==> src/rtl/mc_ctrl_pkg.sv <==
// mc_ctrl_pkg: shared state, opcode and select encodings for the
// multi-cycle MIPS control sequencer (mc_control_fsm, mc_ctrl_decode).
package mc_ctrl_pkg;

  typedef enum logic [3:0] {
    S_FETCH    = 4'd0,
    S_DECODE   = 4'd1,
    S_MEM_ADDR = 4'd2,
    S_MEM_RD   = 4'd3,
    S_MEM_WB   = 4'd4,
    S_MEM_WR   = 4'd5,
    S_EXEC     = 4'd6,
    S_R_WB     = 4'd7,
    S_BRANCH   = 4'd8,
    S_JUMP     = 4'd9,
    S_JAL      = 4'd10,
    S_I_EXEC   = 4'd11,
    S_I_WB     = 4'd12,
    S_JR       = 4'd13,
    S_HALT     = 4'd14,
    S_UNUSED   = 4'd15
  } state_e;

  localparam logic [5:0] OP_RTYPE = 6'h00;
  localparam logic [5:0] OP_J     = 6'h02;
  localparam logic [5:0] OP_JAL   = 6'h03;
  localparam logic [5:0] OP_BEQ   = 6'h04;
  localparam logic [5:0] OP_ADDI  = 6'h08;
  localparam logic [5:0] OP_SLTI  = 6'h0A;
  localparam logic [5:0] OP_ANDI  = 6'h0C;
  localparam logic [5:0] OP_ORI   = 6'h0D;
  localparam logic [5:0] OP_LW    = 6'h23;
  localparam logic [5:0] OP_SW    = 6'h2B;

  localparam logic [5:0] FUNCT_SYSCALL = 6'h0C;

  localparam logic [1:0] ALU_OP_ADD   = 2'b00;
  localparam logic [1:0] ALU_OP_SUB   = 2'b01;
  localparam logic [1:0] ALU_OP_FUNCT = 2'b10;
  localparam logic [1:0] ALU_OP_IMM   = 2'b11;

  localparam logic [1:0] PC_SRC_ALU    = 2'b00;
  localparam logic [1:0] PC_SRC_ALUOUT = 2'b01;
  localparam logic [1:0] PC_SRC_JUMP   = 2'b10;
  localparam logic [1:0] PC_SRC_A      = 2'b11;

  localparam logic [1:0] REG_DST_RT = 2'b00;
  localparam logic [1:0] REG_DST_RD = 2'b01;
  localparam logic [1:0] REG_DST_RA = 2'b10;

  localparam logic [1:0] MEM_TO_REG_ALU = 2'b00;
  localparam logic [1:0] MEM_TO_REG_MDR = 2'b01;
  localparam logic [1:0] MEM_TO_REG_PC  = 2'b10;

  localparam logic [1:0] ALU_B_REG   = 2'b00;
  localparam logic [1:0] ALU_B_FOUR  = 2'b01;
  localparam logic [1:0] ALU_B_IMM   = 2'b10;
  localparam logic [1:0] ALU_B_IMMSH = 2'b11;

  typedef struct packed {
    logic       pc_write;
    logic       pc_write_cond;
    logic       i_or_d;
    logic       mem_read;
    logic       mem_write;
    logic       ir_write;
    logic [1:0] reg_dst;
    logic [1:0] mem_to_reg;
    logic       reg_write;
    logic       alu_src_a;
    logic [1:0] alu_src_b;
    logic [1:0] alu_op;
    logic [1:0] pc_source;
    logic       instr_done;
  } ctrl_t;

endpackage

==> src/rtl/mc_ctrl_decode.sv <==
// mc_ctrl_decode: combinational map from (state, mem_ready) to the control
// bundle. Only FETCH and MEM_WR look at mem_ready; everything else is Moore.
module mc_ctrl_decode
  import mc_ctrl_pkg::*;
(
  input  state_e state_i,
  input  logic   mem_ready_i,
  output ctrl_t  ctrl_o
);

  // Per-state strobe decode; unlisted strobes stay 0.
  always_comb begin
    ctrl_o = '0;
    case (state_i)
      S_FETCH: begin
        ctrl_o.mem_read  = 1'b1;
        ctrl_o.alu_src_b = ALU_B_FOUR;
        ctrl_o.alu_op    = ALU_OP_ADD;
        ctrl_o.pc_source = PC_SRC_ALU;
        ctrl_o.pc_write  = mem_ready_i;
        ctrl_o.ir_write  = mem_ready_i;
      end
      S_DECODE: begin
        ctrl_o.alu_src_b = ALU_B_IMMSH;
        ctrl_o.alu_op    = ALU_OP_ADD;
      end
      S_MEM_ADDR: begin
        ctrl_o.alu_src_a = 1'b1;
        ctrl_o.alu_src_b = ALU_B_IMM;
        ctrl_o.alu_op    = ALU_OP_ADD;
      end
      S_MEM_RD: begin
        ctrl_o.i_or_d   = 1'b1;
        ctrl_o.mem_read = 1'b1;
      end
      S_MEM_WB: begin
        ctrl_o.reg_dst    = REG_DST_RT;
        ctrl_o.mem_to_reg = MEM_TO_REG_MDR;
        ctrl_o.reg_write  = 1'b1;
        ctrl_o.instr_done = 1'b1;
      end
      S_MEM_WR: begin
        ctrl_o.i_or_d     = 1'b1;
        ctrl_o.mem_write  = 1'b1;
        ctrl_o.instr_done = mem_ready_i;
      end
      S_EXEC: begin
        ctrl_o.alu_src_a = 1'b1;
        ctrl_o.alu_src_b = ALU_B_REG;
        ctrl_o.alu_op    = ALU_OP_FUNCT;
      end
      S_R_WB: begin
        ctrl_o.reg_dst    = REG_DST_RD;
        ctrl_o.mem_to_reg = MEM_TO_REG_ALU;
        ctrl_o.reg_write  = 1'b1;
        ctrl_o.instr_done = 1'b1;
      end
      S_BRANCH: begin
        ctrl_o.alu_src_a     = 1'b1;
        ctrl_o.alu_src_b     = ALU_B_REG;
        ctrl_o.alu_op        = ALU_OP_SUB;
        ctrl_o.pc_write_cond = 1'b1;
        ctrl_o.pc_source     = PC_SRC_ALUOUT;
        ctrl_o.instr_done    = 1'b1;
      end
      S_JUMP: begin
        ctrl_o.pc_write   = 1'b1;
        ctrl_o.pc_source  = PC_SRC_JUMP;
        ctrl_o.instr_done = 1'b1;
      end
      S_JAL: begin
        ctrl_o.pc_write   = 1'b1;
        ctrl_o.pc_source  = PC_SRC_JUMP;
        ctrl_o.reg_write  = 1'b1;
        ctrl_o.reg_dst    = REG_DST_RA;
        ctrl_o.mem_to_reg = MEM_TO_REG_PC;
        ctrl_o.instr_done = 1'b1;
      end
      S_I_EXEC: begin
        ctrl_o.alu_src_a = 1'b1;
        ctrl_o.alu_src_b = ALU_B_IMM;
        ctrl_o.alu_op    = ALU_OP_IMM;
      end
      S_I_WB: begin
        ctrl_o.reg_dst    = REG_DST_RT;
        ctrl_o.mem_to_reg = MEM_TO_REG_ALU;
        ctrl_o.reg_write  = 1'b1;
        ctrl_o.instr_done = 1'b1;
      end
      S_JR: begin
        ctrl_o.pc_write   = 1'b1;
        ctrl_o.pc_source  = PC_SRC_A;
        ctrl_o.instr_done = 1'b1;
      end
      default: ctrl_o = '0;
    endcase
  end

endmodule

==> src/rtl/mc_control_fsm.sv <==
// mc_control_fsm: multi-cycle MIPS control sequencer sharing one memory port.
// Optional build macro MC_ILLEGAL_TRAP_EN: unknown opcodes (and syscall)
// halt the core and raise a sticky illegal_op; otherwise they retire as NOPs.
module mc_control_fsm
  import mc_ctrl_pkg::*;
#(
  parameter int unsigned          OP_W     = 6,
  parameter int unsigned          FUNCT_W  = 6,
  parameter logic [FUNCT_W-1:0]   JR_FUNCT = 6'h08
) (
  input  logic               clk,
  input  logic               reset,
  input  logic [OP_W-1:0]    opcode,
  input  logic [FUNCT_W-1:0] funct,
  input  logic               mem_ready,
  output logic               pc_write,
  output logic               pc_write_cond,
  output logic               i_or_d,
  output logic               mem_read,
  output logic               mem_write,
  output logic               ir_write,
  output logic [1:0]         reg_dst,
  output logic [1:0]         mem_to_reg,
  output logic               reg_write,
  output logic               alu_src_a,
  output logic [1:0]         alu_src_b,
  output logic [1:0]         alu_op,
  output logic [1:0]         pc_source,
  output logic               instr_done,
`ifdef MC_ILLEGAL_TRAP_EN
  output logic               illegal_op,
`endif
  output logic [3:0]         state
);

  state_e state_q, state_d;
  logic   nop_done;
  ctrl_t  ctrl, ctrl_g;

  mc_ctrl_decode u_decode (
    .state_i     (state_q),
    .mem_ready_i (mem_ready),
    .ctrl_o      (ctrl)
  );

  // Next-state selection from current state, opcode/funct and mem_ready.
  always_comb begin
    state_d  = state_q;
    nop_done = 1'b0;
    case (state_q)
      S_FETCH:    if (mem_ready) state_d = S_DECODE;
      S_DECODE: begin
        case (opcode)
          OP_LW, OP_SW:                    state_d = S_MEM_ADDR;
          OP_RTYPE:                        state_d = S_EXEC;
          OP_BEQ:                          state_d = S_BRANCH;
          OP_J:                            state_d = S_JUMP;
          OP_JAL:                          state_d = S_JAL;
          OP_ADDI, OP_ANDI, OP_ORI, OP_SLTI: state_d = S_I_EXEC;
          default: begin
`ifdef MC_ILLEGAL_TRAP_EN
            state_d = S_HALT;
`else
            state_d  = S_FETCH;
            nop_done = 1'b1;
`endif
          end
        endcase
      end
      S_MEM_ADDR: state_d = (opcode == OP_SW) ? S_MEM_WR : S_MEM_RD;
      S_MEM_RD:   if (mem_ready) state_d = S_MEM_WB;
      S_MEM_WB:   state_d = S_FETCH;
      S_MEM_WR:   if (mem_ready) state_d = S_FETCH;
      S_EXEC: begin
        if (funct == JR_FUNCT) state_d = S_JR;
`ifdef MC_ILLEGAL_TRAP_EN
        else if (funct == FUNCT_SYSCALL) state_d = S_HALT;
`endif
        else state_d = S_R_WB;
      end
      S_R_WB:     state_d = S_FETCH;
      S_BRANCH:   state_d = S_FETCH;
      S_JUMP:     state_d = S_FETCH;
      S_JAL:      state_d = S_FETCH;
      S_I_EXEC:   state_d = S_I_WB;
      S_I_WB:     state_d = S_FETCH;
      S_JR:       state_d = S_FETCH;
      S_HALT:     state_d = S_HALT;
      default:    state_d = S_FETCH;
    endcase
  end

  // State register with synchronous reset back to FETCH.
  always_ff @(posedge clk) begin
    if (reset) state_q <= S_FETCH;
    else       state_q <= state_d;
  end

`ifdef MC_ILLEGAL_TRAP_EN
  logic illegal_q;

  // Sticky trap flag, set on entry to HALT, cleared only by reset.
  always_ff @(posedge clk) begin
    if (reset)                                    illegal_q <= 1'b0;
    else if (state_d == S_HALT && state_q != S_HALT) illegal_q <= 1'b1;
  end

  assign illegal_op = illegal_q & ~reset;
`endif

  // Merge the decode-time NOP retire pulse and blank everything during reset.
  always_comb begin
    ctrl_g            = ctrl;
    ctrl_g.instr_done = ctrl.instr_done | nop_done;
    if (reset) ctrl_g = '0;
  end

  assign pc_write      = ctrl_g.pc_write;
  assign pc_write_cond = ctrl_g.pc_write_cond;
  assign i_or_d        = ctrl_g.i_or_d;
  assign mem_read      = ctrl_g.mem_read;
  assign mem_write     = ctrl_g.mem_write;
  assign ir_write      = ctrl_g.ir_write;
  assign reg_dst       = ctrl_g.reg_dst;
  assign mem_to_reg    = ctrl_g.mem_to_reg;
  assign reg_write     = ctrl_g.reg_write;
  assign alu_src_a     = ctrl_g.alu_src_a;
  assign alu_src_b     = ctrl_g.alu_src_b;
  assign alu_op        = ctrl_g.alu_op;
  assign pc_source     = ctrl_g.pc_source;
  assign instr_done    = ctrl_g.instr_done;
  assign state         = state_q;

endmodule
==> config.mk <==
export PLATFORM = sky130hd
export DESIGN_NAME = mc_control_fsm
export DESIGN_NICKNAME = d
export VERILOG_FILES = /design/src/rtl/mc_ctrl_pkg.sv /design/src/rtl/mc_ctrl_decode.sv /design/src/rtl/mc_control_fsm.sv
export SDC_FILE = /design/constraint.sdc
export NUM_CORES = 1
export LEC_CHECK = 0
export ABC_AREA = 1
export CORE_MARGIN = 2
export CORE_UTILIZATION = 41
export DETAILED_ROUTE_END_ITERATION = 16
export PLACE_DENSITY = 0.84
export SYNTH_ARGS = -nofsm -noshare
export SYNTH_HDL_FRONTEND = slang
export SYNTH_SLANG_ARGS = --single-unit
==> constraint.sdc <==
create_clock -name clk -period 1.8 [get_ports clk]
set_input_delay 0.18 -clock clk [delete_from_list [all_inputs] [get_ports clk]]
set_output_delay 0.18 -clock clk [all_outputs]
set_load 0.005 [all_outputs]
## After elaboration in Yosys (flattened, before gate mapping)

Index checks and enable logic that the tools add are counted.

| word-level totals | value |
|---|---|
| flip-flop bits (word level) | 4 |
| bits of input ports | 15 |
| output and inout port bits | 23 |
| word-level logic and storage cells | 62 |

| operators by class | value |
|---|---|
| equal/unequal tests | 27 |
| muxes and demuxes | 21 |
| bitwise gates (word level) | 1 |
| reductions and logical operators | 12 |

Operators by type and width:

| kind | number |
|---|---|
| $pmux W4 S6 | 2 |
| $pmux W4 S8 | 1 |
| $eq A6 B4 Y1 const B | 5 |
| $eq A4 B4 Y1 const B | 7 |
| $pmux W5 S4 | 1 |
| $mux W19 | 1 |
| $eq A4 B3 Y1 const B | 4 |
| $mux W4 | 4 |
| $eq A6 B2 Y1 const B | 2 |
| $eq A6 B6 Y1 const B | 2 |
| $reduce_or A10 Y1 | 1 |
| $eq A4 B2 Y1 const B | 2 |
| $mux W1 | 8 |
| $reduce_or A2 Y1 | 4 |
| $reduce_or A4 Y1 | 2 |
| $reduce_or A7 Y1 | 1 |
| $eq A6 B3 Y1 const B | 1 |
| $logic_not A6 Y1 | 1 |
| $ne A2 B2 Y1 const B | 3 |
| $pmux W2 S3 | 1 |
| $eq A4 B1 Y1 const B | 1 |
| $logic_not A4 Y1 | 1 |
| $pmux W1 S2 | 2 |
| $mux W3 | 1 |
| other kinds (3) | 3 |

## Longest topological paths before layout

| logic depth | value |
|---|---|
| depth after elaboration | 6 |
| depth in mapped cells | 10 |
| depth with buffers taken out | 10 |

## By module

Synthesis repeated with hierarchy kept, for this count alone.

| second synthesis, totals | value |
|---|---|
| cell total of the unflattened synthesis | 190 |
| area, all modules | 880.8 sq um |

By module, submodules not included:

| module | instances | cells an instance | area each (sq um) | seq. area each (sq um) |
|---|---|---|---|---|
| mc_control_fsm | 1 | 135 | 639.4 | 80.1 |
| mc_ctrl_decode | 1 | 55 | 241.5 | 0.0 |

## Worst setup path before layout

No wires, ideal clock.

| timing path | value |
|---|---|
| path kind | register to output |
| start | register state_q[3], in the netlist state[3] |
| end | output instr_done |
| data arrival time | 1.109 ns |
| slack | 0.511 ns |
| stages on the path, launching flop included | 8 |
| path buffers | 0 |
| cell sequence | dfxtp_1 > nor2_4 > inv_2 > nor2_4 > o21ai_1 > nor2_1 > nand3_1 > a21oi_1 |

| on the way | value |
|---|---|
| word-level cells in the longest chain between the ends | 5 |
| elaborated cells on any way between the ends | 14 |

Ends and longest elaborated chain:

| what | line | source |
|---|---|---|
| from (decl) | mc_control_fsm.sv:36 | `state_e state_q, state_d;` |
| from (signal assigned) | mc_control_fsm.sv:96 | `else state_q <= state_d;` |
| $eq A4 B3 Y1 or $eq A4 B4 Y1 (tied branches) | mc_ctrl_decode.sv:14 | `case (state_i)` |
| $reduce_or A7 Y1 (no line) | n/a |  |
| $pmux W1 S2 | mc_ctrl_decode.sv:14 |  |
| $or A1 B1 Y1 (*) | mc_control_fsm.sv:114 | `ctrl_g.instr_done = ctrl.instr_done \| nop_done;` |
| $mux W19 (*) | mc_control_fsm.sv:115 | `if (reset) ctrl_g = '0;` |
| to (decl) | mc_control_fsm.sv:29 | `output logic instr_done,` |

Mark *: on every way between the ends. The rest lies on a longest branch, timed or not.

## Worst setup path after layout

| timing path | value |
|---|---|
| start | register state_q[3], in the netlist state[3] |
| end | output alu_op[0] |

| on the way | value |
|---|---|
| word-level cells in the longest chain between the ends | 3 |
| elaborated cells on any way between the ends | 8 |

Ends and longest elaborated chain:

| what | line | source |
|---|---|---|
| $eq A4 B4 Y1, or another cell as far along | mc_ctrl_decode.sv:14 |  |
| $pmux W4 S6 (*) | mc_ctrl_decode.sv:14 |  |
| $mux W19 (*) | mc_control_fsm.sv:115 |  |
| to (decl) | mc_control_fsm.sv:27 | `output logic [1:0] alu_op,` |

Marked as above.

==> run summary <==
==================================================================================================
Total clock buffers created by CTS ..................................................            3
Post-Synth Adder-Cell Area ..........................................................            0
ANT cells ...........................................................................            0
Number of cells after detailed placement ............................................          210
Unrepaired setup endpoints after global routing .....................................          yes
Portion of total power attributed to combinational logic ............................        0.531
Internal power of the cells .........................................................     282.9 uW
Share of synthesized area spent on multiplexers .....................................            0
Shortest clock period the worst path allows after layout ............................      1803 ps
Synthesis-to-finish area growth .....................................................       92.99%
Count of port buffers added during placement ........................................           37
Initial core utilization ............................................................       0.4513
Die width ...........................................................................     45.19 um
Crit path kind ......................................................................   reg -> out
Final antenna-violating net count ...................................................            0
Synthesis warning total .............................................................            0
Period utilisation layout ...........................................................        1.002
Total overflow reported by the global router ........................................            0
Most common library cell in the layout ignoring fill and taps ....................... sky130_fd_sc_hd__nand2_1
DRC .................................................................................            0
Slew @ Worst Pin ....................................................................     215.7 ps
Arrival time at the worst endpoint ..................................................      1620 ps
Violated checks ..................................................................... negative setup slack
Final Hold Vio Count ................................................................            0
Max IR drop VDD .....................................................................  0.0005264 V
Setup tns final .....................................................................    -3.000 ps
Worst setup slack for register-to-register paths ....................................       420 ps
Global-route wire length before repair ..............................................      4257 um
Detailed-route wire length per cell .................................................     13.42 um
Maximum buffer depth of the clock tree ..............................................            2
Commonest cells after routing, fill and taps aside .................................. 33 x sky130_fd_sc_hd__nand2_1, 23 x sky130_fd_sc_hd__nor2_1, 21 x sky130_fd_sc_hd__buf_4
Worst r2r dst .......................................................................     state[2]
Part of the total power dissipated in sequential elements ...........................        0.234
Total global routing track utilization ..............................................       0.2801
Share of the synthesized area in compound gates (AO/OA/AOI/OAI) .....................       0.1259
Maximum clock skew at final layout ..................................................     2.008 ps
CTS hold repair buffers .............................................................            0
Worst min path class ................................................................   reg -> reg
Vias after detailed routing .........................................................         1147
Headroom to the max-slew limit ......................................................       0.8549
Number of instances on the worst hold path ..........................................            2
Flop and latch count out of synthesis ...............................................            4
Power dissipated by switching net loads .............................................     171.4 uW
Sequential fraction of the synthesis area ...........................................       0.1151
Number of unique standard cell types used by synthesis ..............................           20
Number of antenna violations at the first check in global routing ...................            0
Filler cell count in the final layout ...............................................           93
Launch point of the worst reg-to-reg path ...........................................     state[1]
Xor-xnor portion of the synthesized cell area .......................................            0
Type of origin of the critical path .................................................         flop
Number of cell instances on the worst register-to-register path .....................            9
Power per cell area ................................................................. 338.4 nW/um^2
Clock transition time at the flip-flop clock pins of the worst setup and hold paths .        40 ps
Via count of the first global-routing pass ..........................................         1002
Count of TritonRoute iterations in the first routing pass ...........................            4
Startpoint of the worst hold path ...................................................     state[0]
Max-slew violations .................................................................            0
Detailed Route Iter0 Violations .....................................................           39
Row Count ...........................................................................           14
End of the worst hold path ..........................................................     state[0]
Max H-tree Level ....................................................................            1
Net count after synthesis ...........................................................          155
Smallest setup slack after layout ...................................................    -3.000 ps
Die Y-Extent ........................................................................     45.19 um
Portion of total power attributed to the clock network ..............................        0.236
Post-route cell area ................................................................    1343 um^2
Switching Fraction ..................................................................       0.3773
Maximum fanout along the worst path .................................................            5
Cell area after synthesis ...........................................................   695.7 um^2
Number of nets in the finished design ...............................................          216
Count of max-cap constraint violations ..............................................            0
Data required time of the worst path ................................................      1620 ps
Post-DP HPWL ........................................................................      2013 um
Crit end category ...................................................................  output port
Later-pin clock latency in the skew report ..........................................       230 ps
Vias per inst .......................................................................        5.335
Ports ...............................................................................           38
Cell chosen for the clock root ...................................................... sky130_fd_sc_hd__clkbuf_4
Weighted congestion reported at the end of routability-driven placement .............       0.9582
Fraction of layout instances using a drive strength above 1 .........................       0.3015
TritonCTS clock tree ................................................................         done
Final cell count without fillers ....................................................          215
Number of instances in the synthesized netlist ......................................          140
Average size of a mapped cell .......................................................   4.969 um^2
Total wire length ...................................................................      2886 um
Synthesized-area fraction occupied by and/or/nand/nor cells .........................       0.6079
Outcome ............................................................................. finished, violations left
Number of flip-flops under the largest register name ................................            4
Maximum number of pins on one net before global-route repair ........................           11
Core box area .......................................................................    1541 um^2
Maximum clock frequency .............................................................   0.5546 GHz
CTS sink count ......................................................................            4
Post-place instance area ............................................................    1221 um^2
Post-Place Setup Slack ..............................................................    -206.6 ps
Largest family of logic cells by synthesized area ................................... simple AND/OR/NAND/NOR gates
Cell leakage power .................................................................. 0.0008125 uW
Die Area ............................................................................    2042 um^2
Number of endpoints failing setup at the final stage ................................            1
==================================================================================================
[power by group through the flow]
stage / Clock (uW) / Sequential [uW] / Combinational, uW
2_1_floorplan: 0 / 104 / 101
3_3_place_gp: 0 / 104 / 217
3_5_place_dp: 0 / 104 / 222
4_1_cts: 105 / 102 / 221
5_1_grt: 117 / 107 / 261
6_report: 107 / 106 / 241
[worst max-delay path: stages (launching register included)]
cell and delay, ps:
sky130_fd_sc_hd__dfxtp_4 380, sky130_fd_sc_hd__inv_2 70, sky130_fd_sc_hd__nor2_4 90, sky130_fd_sc_hd__buf_4 120
sky130_fd_sc_hd__nand2_2 90, sky130_fd_sc_hd__a21oi_2 140, sky130_fd_sc_hd__clkdlybuf4s50_1 500
[cells by family (layout without fill, tap and decap cells)]
kind of cell           Yosys count  count (layout)
DFF                              4               4
and+or+nand+nor                 93              93
AOI/OAI and AO/OA               16              16
buffers and inverters           27              86
[cell usage after synthesis (all sizes together)]
master  count  area, um^2
inv        24       90.08
nor3        2       10.01
dfxtp       4       80.08
nor2       34       165.2
nand2      40       157.7
clkbuf      2       7.510
nand4       3       18.77
o21ai       4       20.02
a21oi      10       53.80
buf         1       7.510
nand3      13       65.06
a31oi       1       6.260
nor4        1       6.260
o211ai      1       7.510
[cell type report]
class | count | area, um^2 | area share
clock buffers | 3 | 22.52 | 0.01678
inverters | 24 | 90.09 | 0.06710
multi-input cells | 109 | 571.8 | 0.4259
flip-flops and latches | 4 | 95.09 | 0.07083
well taps | 16 | 20.02 | 0.01491
repair buffers | 59 | 543.0 | 0.4045
[through the flow]
| step | total power [uW] | hold WS (ps) | utilization |
|---|---|---|---|
| 3_3_place_gp | 320.3 | 550.6 | 0.7922 |
| 6_report | 454.3 | 562.5 | 0.8709 |
| 3_5_place_dp | 325.6 | 573.8 | 0.7922 |
| 4_1_cts | 427.4 | 553.7 | 0.8247 |
| 5_1_grt | 484.7 | 579.7 | 0.8709 |
| 2_1_floorplan | 205.1 | 416.5 | - |
[worst max-delay path by stage]
stage,from,to,slack (ps),cells after the start
finish,state[3],alu_op[0],-3,6
CTS,state[1],alu_src_b[1],-60,8
global route,state[3],alu_op[0],-80,6
detailed placement,opcode[3],instr_done,-210,8
global placement,opcode[0],instr_done,-130,9
floorplan,state[3],instr_done,510,7
[what timing repair did]
action,4_1_cts,5_1_grt
setup buffers,2,0
endpoints found under the hold margin,0,0
pin swaps,4,2
gates resized for setup,28,23
endpoints found under the setup margin,17,9
[routing by layer]
metal	vias to the layer above	wire, um	share of wire	GRT usage
met5	-	0	0	0
met4	0	23	0.0080	0.05294
met3	4	249	0.086	0.05600
met2	61	1468	0.51	0.4771
met1	525	1145	0.40	0.3654
li1	557	-	-	-
No activity file was read; power rests on OpenSTA's default activity.
